<file path="config.mk">
export PLATFORM = sky130hd
export DESIGN_NAME = eaglesong_circulant_step
export DESIGN_NICKNAME = d
export VERILOG_FILES = /design/src/rtl/eaglesong_pkg.sv /design/src/rtl/eaglesong_rotl32.sv /design/src/rtl/eaglesong_circulant_step.sv
export SDC_FILE = /design/constraint.sdc
export NUM_CORES = 2
export LEC_CHECK = 0
export ABC_AREA = 0
export CORE_AREA = 2 2 410 412
export CTS_CLUSTER_DIAMETER = 150
export CTS_CLUSTER_SIZE = 16
export DETAILED_ROUTE_END_ITERATION = 12
export DIE_AREA = 0 0 412 414
export GPL_ROUTABILITY_DRIVEN = 1
export MAX_ROUTING_LAYER = met4
export SLEW_MARGIN = 20
export SYNTH_ARGS = -nofsm -noshare
export SYNTH_HDL_FRONTEND = slang
export SYNTH_SLANG_ARGS = --single-unit
</file>
<file path="constraint.sdc">
create_clock -name clk -period 6.18 [get_ports clk]
set_input_delay 0.618 -clock clk [delete_from_list [all_inputs] [get_ports clk]]
set_output_delay 0.618 -clock clk [all_outputs]
set_load 0.02 [all_outputs]
</file>
<file path="src/rtl/eaglesong_pkg.sv">
// Shared constants, FSM encoding and the 32-bit rotate used by the
// Eaglesong circulant-multiplication step.
package eaglesong_pkg;

  localparam int NUM_WORDS  = 16;
  localparam int TERMS      = 3;
  localparam int WORD_W     = 32;
  localparam int COEF_W     = 5;
  localparam int IDX_W      = 6;
  localparam int WORD_CNT_W = 5;
  localparam int TERM_CNT_W = 2;
  localparam int STATE_W    = NUM_WORDS * WORD_W;

  typedef enum logic [1:0] {
    ST_IDLE = 2'd0,
    ST_RUN  = 2'd1,
    ST_DONE = 2'd2
  } step_state_e;

  // Rotating a doubled word keeps r=0 legal without a 32-bit shift.
  function automatic logic [WORD_W-1:0] rotl32(input logic [WORD_W-1:0] x,
                                               input logic [COEF_W-1:0] r);
    logic [2*WORD_W-1:0] dbl;
    dbl = {x, x} << r;
    return dbl[2*WORD_W-1:WORD_W];
  endfunction

endpackage

</file>
<file path="src/rtl/eaglesong_rotl32.sv">
// Combinational 32-bit left rotator with a 5-bit rotate amount.
module eaglesong_rotl32
  import eaglesong_pkg::*;
(
  input  logic [WORD_W-1:0] i_x,
  input  logic [COEF_W-1:0] i_r,
  output logic [WORD_W-1:0] o_y
);

  assign o_y = rotl32(i_x, i_r);

endmodule

</file>
<file path="src/rtl/eaglesong_circulant_step.sv">
// Eaglesong circulant step: out[i] = XOR_j rotl(in[i], c[3i+j]), one
// (word, term) pair per clock using an external coefficient ROM.
module eaglesong_circulant_step
  import eaglesong_pkg::*;
(
  input  logic               clk,
  input  logic               rst_n,
  input  logic               start,
  input  logic [STATE_W-1:0] state_in,
  output logic [IDX_W-1:0]   coef_index,
  input  logic [COEF_W-1:0]  coef_value,
  output logic               busy,
  output logic               done,
  output logic [STATE_W-1:0] state_out
);

  step_state_e r_state;
  step_state_e w_state_next;

  logic [NUM_WORDS-1:0][WORD_W-1:0] r_work;
  logic [NUM_WORDS-1:0][WORD_W-1:0] r_state_out;
  logic [NUM_WORDS-1:0][WORD_W-1:0] w_work_next;
  logic [WORD_CNT_W-1:0]            r_word;
  logic [TERM_CNT_W-1:0]            r_term;
  logic [WORD_W-1:0]                r_acc;

  logic [WORD_W-1:0] w_cur_word;
  logic [WORD_W-1:0] w_rot;
  logic [WORD_W-1:0] w_acc_next;
  logic              w_word_valid;
  logic              w_last_term;
  logic              w_last_word;
  logic [IDX_W:0]    w_idx_full;

  assign w_word_valid = ~r_word[WORD_CNT_W-1];
  assign w_last_term  = (r_term >= 2'd2);
  assign w_last_word  = (r_word == 5'd15);
  assign w_cur_word   = r_work[r_word[3:0]];
  assign w_acc_next   = r_acc ^ w_rot;

  eaglesong_rotl32 u_rotl (
    .i_x (w_cur_word),
    .i_r (coef_value),
    .o_y (w_rot)
  );

  // NOTE: every always_comb output gets a full default first so no latch is inferred.
  always_comb begin
    w_work_next = r_work;
    if (w_last_term) w_work_next[r_word[3:0]] = w_acc_next;
  end

  assign w_idx_full = {2'b00, r_word} * 7'd3 + {5'b00000, r_term};
  assign coef_index = (r_state == ST_RUN) ? w_idx_full[IDX_W-1:0] : '0;
  assign busy       = (r_state == ST_RUN) || (r_state == ST_DONE);
  assign done       = (r_state == ST_DONE);
  assign state_out  = r_state_out;

  // NOTE: sequential state uses non-blocking assignments only.
  always_ff @(posedge clk or negedge rst_n) begin
    if (!rst_n) r_state <= ST_IDLE;
    else        r_state <= w_state_next;
  end

  always_comb begin
    w_state_next = r_state;
    case (r_state)
      ST_IDLE: if (start) w_state_next = ST_RUN;
      ST_RUN: begin
        if (!w_word_valid)                   w_state_next = ST_IDLE;
        else if (w_last_term && w_last_word) w_state_next = ST_DONE;
      end
      ST_DONE: w_state_next = ST_IDLE;
      default: w_state_next = ST_IDLE;
    endcase
  end

  // NOTE: the work array is reset too, so an aborted run leaves no stale data behind.
  always_ff @(posedge clk or negedge rst_n) begin
    if (!rst_n) begin
      r_work      <= '0;
      r_state_out <= '0;
      r_word      <= '0;
      r_term      <= '0;
      r_acc       <= '0;
    end else begin
      case (r_state)
        ST_IDLE: begin
          if (start) begin
            r_work <= state_in;
            r_word <= '0;
            r_term <= '0;
            r_acc  <= '0;
          end
        end
        ST_RUN: begin
          if (w_word_valid) begin
            if (!w_last_term) begin
              r_acc  <= w_acc_next;
              r_term <= r_term + 2'd1;
            end else begin
              // All three reads of this word are done, so in-place write-back is safe.
              r_work <= w_work_next;
              r_acc  <= '0;
              r_term <= '0;
              r_word <= r_word + 5'd1;
              if (w_last_word) r_state_out <= w_work_next;
            end
          end
        end
        default: ;
      endcase
    end
  end

endmodule

</file>
==> flow_summary.toml <==
[die]
ioPinCount = 1040
start_util_pct = 33.3
dieWidth_microns = 412
die_h_microns = 414
dieArea_sq_um = 171000
placementRows = 150
core_sq_um = 166000

[cells_and_area]
fillerInstances = 16372
drive_above_1_share_pct = 9.85
regArea_sq_um = 26700
final_cells = 8980
multi_input_area_sq_um = 26600
design_area_sq_um = 71400
syn_to_final_growth_pct = 29.1
utilization_pct = 42.9
nets = 7254

[synthesis]
async_flop_share_pct = 100
avgSynthCellArea_sq_um = 9.36
synth_warnings = 0
yosysTopAreaCell = "dfrtp_1"
ys_seq_area_share_pct = 48.2
syn_area_sq_um = 55300
synth_nets = 6450
syn_inst = 5909
synth_edf_count = 0
ys_ff_latch = 1065
synth_cell_types = 98
yosysTopAreaCellShare_pct = 48.2
ys.flop_type = "dfrtp_1"
yosys-top-cells-area = "dfrtp_1 (48%), a21oi_1 (7.1%), o21ai_0 (5.6%)"

[cts]
clk_pin_slew_ns = 0.09
postCtsResizedCells = 0
numCtsBuffers = 76
cts_setup_buffers = 0
clk_latency_ns = 0.74
cts_tree = "yes"
cts-htree-levels = 3
ctsHoldBuffers = 0
cts_sinks = 1065
cts-root-buf = "clkbuf_16"
clockBufferDepth = 3

[outcome]
outcome = "complete, no violations"

[place]
gp_congestion = 1.01
io_buffers = 1039
post-dp-hpwl_mm = 266
postPlaceCellArea_sq_um = 69100
place_inst = 8835

[timing]
setup_violations = 0
slew_viol_final = 0
finalHoldViolCount = 0
relSlewSlack_pct = 15.6
fin_hold_ws_ns = 0.360
tns_ns = 0
rsz0062_at_grt = "no"
worst_slew_pin_slew_ns = 1.26
max_freq_mhz = 170
finalCritPeriodShare_pct = 95.0
fin_crit_ns = 5.87
finClkSkew_ns = 0.0532

[flow_run]
drv_cap = 0

[global_route]
grt_pass1_wl_mm = 484
grt_max_degree = 156
grt_usage_pct = 42.0
grt_pass1_vias = 55735
gr-total-overflow = 0
antenna_found_initial = 50

[drt]
viasPerCell = 6.59
totalWireLength_mm = 360
initialDrtViolationCount = 9154
route.detailed.drc = 0
vias = 59145
wl_per_cell_microns = 40.1
final_antenna_net_count = 0
firstDrtPassIters = 8

[worst_setup_path]
path_class = "flip-flop to flip-flop"
crit_path_end_kind = "flip-flop"
reg2reg_to = "r_work[343]"
r2r_start = "r_word[0]"
worstPathCellList = "buf_12 > mux2i_1 > a221oi_1 > a21oi_1 > nor3b_2 > o31ai_4 > a222oi_1 > o211a_1 > xnor2_2 > o21ai_0"
cp.arrival_ns = 6.41
crit_path_max_fanout = 43
critPathMaxStageDelay_ns = 0.96
cpMaxStageDelayCell = "xnor2_2"
required_ns = 6.71
worst-path-buf-inv = 1
startpoint_type = "flip-flop"
reg2regPathDepth = 10
worst-r2r-setup-slack_ns = 0.31
cp_top_family = "compound AO/OA/AOI/OAI gates"

[power]
cellPowerDensity_nw_per_um2 = 457
vdd_ir_drop_max_v = 0.000350
leakagePower_nw = 28.2

[hold_path]
min_path_type = "primary input to async pin"
[stage by stage]
step	setup slack, ns	power, mW
4_1_cts	0.563	31.9
3_3_place_gp	0.638	26.7
5_1_grt	0.410	33.2
3_5_place_dp	0.620	26.9
2_1_floorplan	2.34	18.1
6_report	0.308	32.6
[cell families after synthesis]
group	Yosys count	synth area share, %
xor gates and xnor gates	34	0.600
AOI/OAI and AO/OA	2359	24.7
adders and majority gates	21	0.502
buffers and inverters	627	5.00
DFF	1065	48.2
muxes	303	7.89
and+or+nand+nor	1500	13.1
[synthesized netlist by cell type (12+ instances only)]
master	count
a21oi_1	781
a221oi_1	42
a221oi_2	12
a22o_1	12
a22oi_1	138
a31oi_1	28
and2_1	37
and3_1	302
buf_1	13
buf_2	58
buf_4	19
buf_6	12
clkbuf_1	489
dfrtp_1	1065
ha_1	19
inv_1	21
mux2_2	25
mux2i_1	176
mux4_2	95
nand2_1	498
nand2b_1	20
nand3_1	169
nor2_1	208
nor2_2	14
nor3_1	192
o211ai_1	46
o21a_1	40
o21ai_0	621
o21ai_1	152
o22ai_1	370
o31ai_1	13
xnor2_1	23
[registers in the layout (all words and copies together) (netlist names)]
signal     cells
r_word         5
r_work       512
r_acc         32
r_state        2
r_term         2
state_out    512
[layout by cell type, fill, tap and decap left out, types with 10 or more instances in the layout]
cell and count:
dfrtp_1 1060, clkdlybuf4s50_1 1037, a21oi_1 763, o21ai_0 619
nand2_1 481, o22ai_1 370, and3_1 301, buf_4 248
nor3_1 191, nor2_1 187, mux2i_1 176, nand3_1 168
o21ai_1 152, a22oi_1 138, mux4_2 95, clkbuf_16 78
diode_2 53, o211ai_1 46, a221oi_1 42, o21a_1 40
buf_12 36, and2_1 34, a31oi_1 28, mux2_2 25
nor2_2 21, xnor2_2 21, nand2b_1 20, inv_1 19
ha_1 18, nand2_2 15, nor2_4 15, a21oi_4 14
o31ai_1 13, a221oi_2 12, a22o_1 12, a211oi_1 10
[layout make-up]
| class | instances | share of cell area, % |
|---|---|---|
| diodes | 53 | 0.186 |
| clock buffers | 82 | 2.75 |
| clock inverters | 6 | 0.149 |
| inverters | 24 | 0.126 |
| multi-input cells | 4217 | 37.2 |
| flip-flops and latches | 1065 | 37.3 |
| well taps | 2204 | 3.86 |
| repair buffers | 1329 | 18.4 |
[per-layer routing]
| metal | up-vias | GRT usage [%] | share of wire (%) |
|---|---|---|---|
| li1 | 23496 | - | - |
| met1 | 30236 | 52.5 | 38 |
| met2 | 4553 | 61.6 | 44 |
| met3 | 860 | 10.7 | 11 |
| met4 | 0 | 24.0 | 7.1 |
| met5 | - | - | 0 |
[power breakdown]
group          switching [mW]  internal [mW]  total (mW)
clock                    2.75           2.28        5.03
sequential               2.51           8.67        11.2
combinational            11.3           5.13        16.4
[worst max-delay path by stage]
| stage | cells after the start | start | to | slack, ns |
|---|---|---|---|---|
| 6_report | 10 | r_word[0] | r_work[343] | 0.31 |
| 4_1_cts | 11 | r_word[0] | r_work[343] | 0.56 |
| 3_3_place_gp | 13 | r_word[0] | state_out[306] | 0.64 |
| 2_1_floorplan | 13 | r_word[0] | r_work[153] | 2.34 |
| 5_1_grt | 11 | r_word[0] | r_work[375] | 0.41 |
| 3_5_place_dp | 11 | r_word[0] | r_work[119] | 0.62 |
(Power assumes the default switching activity.)
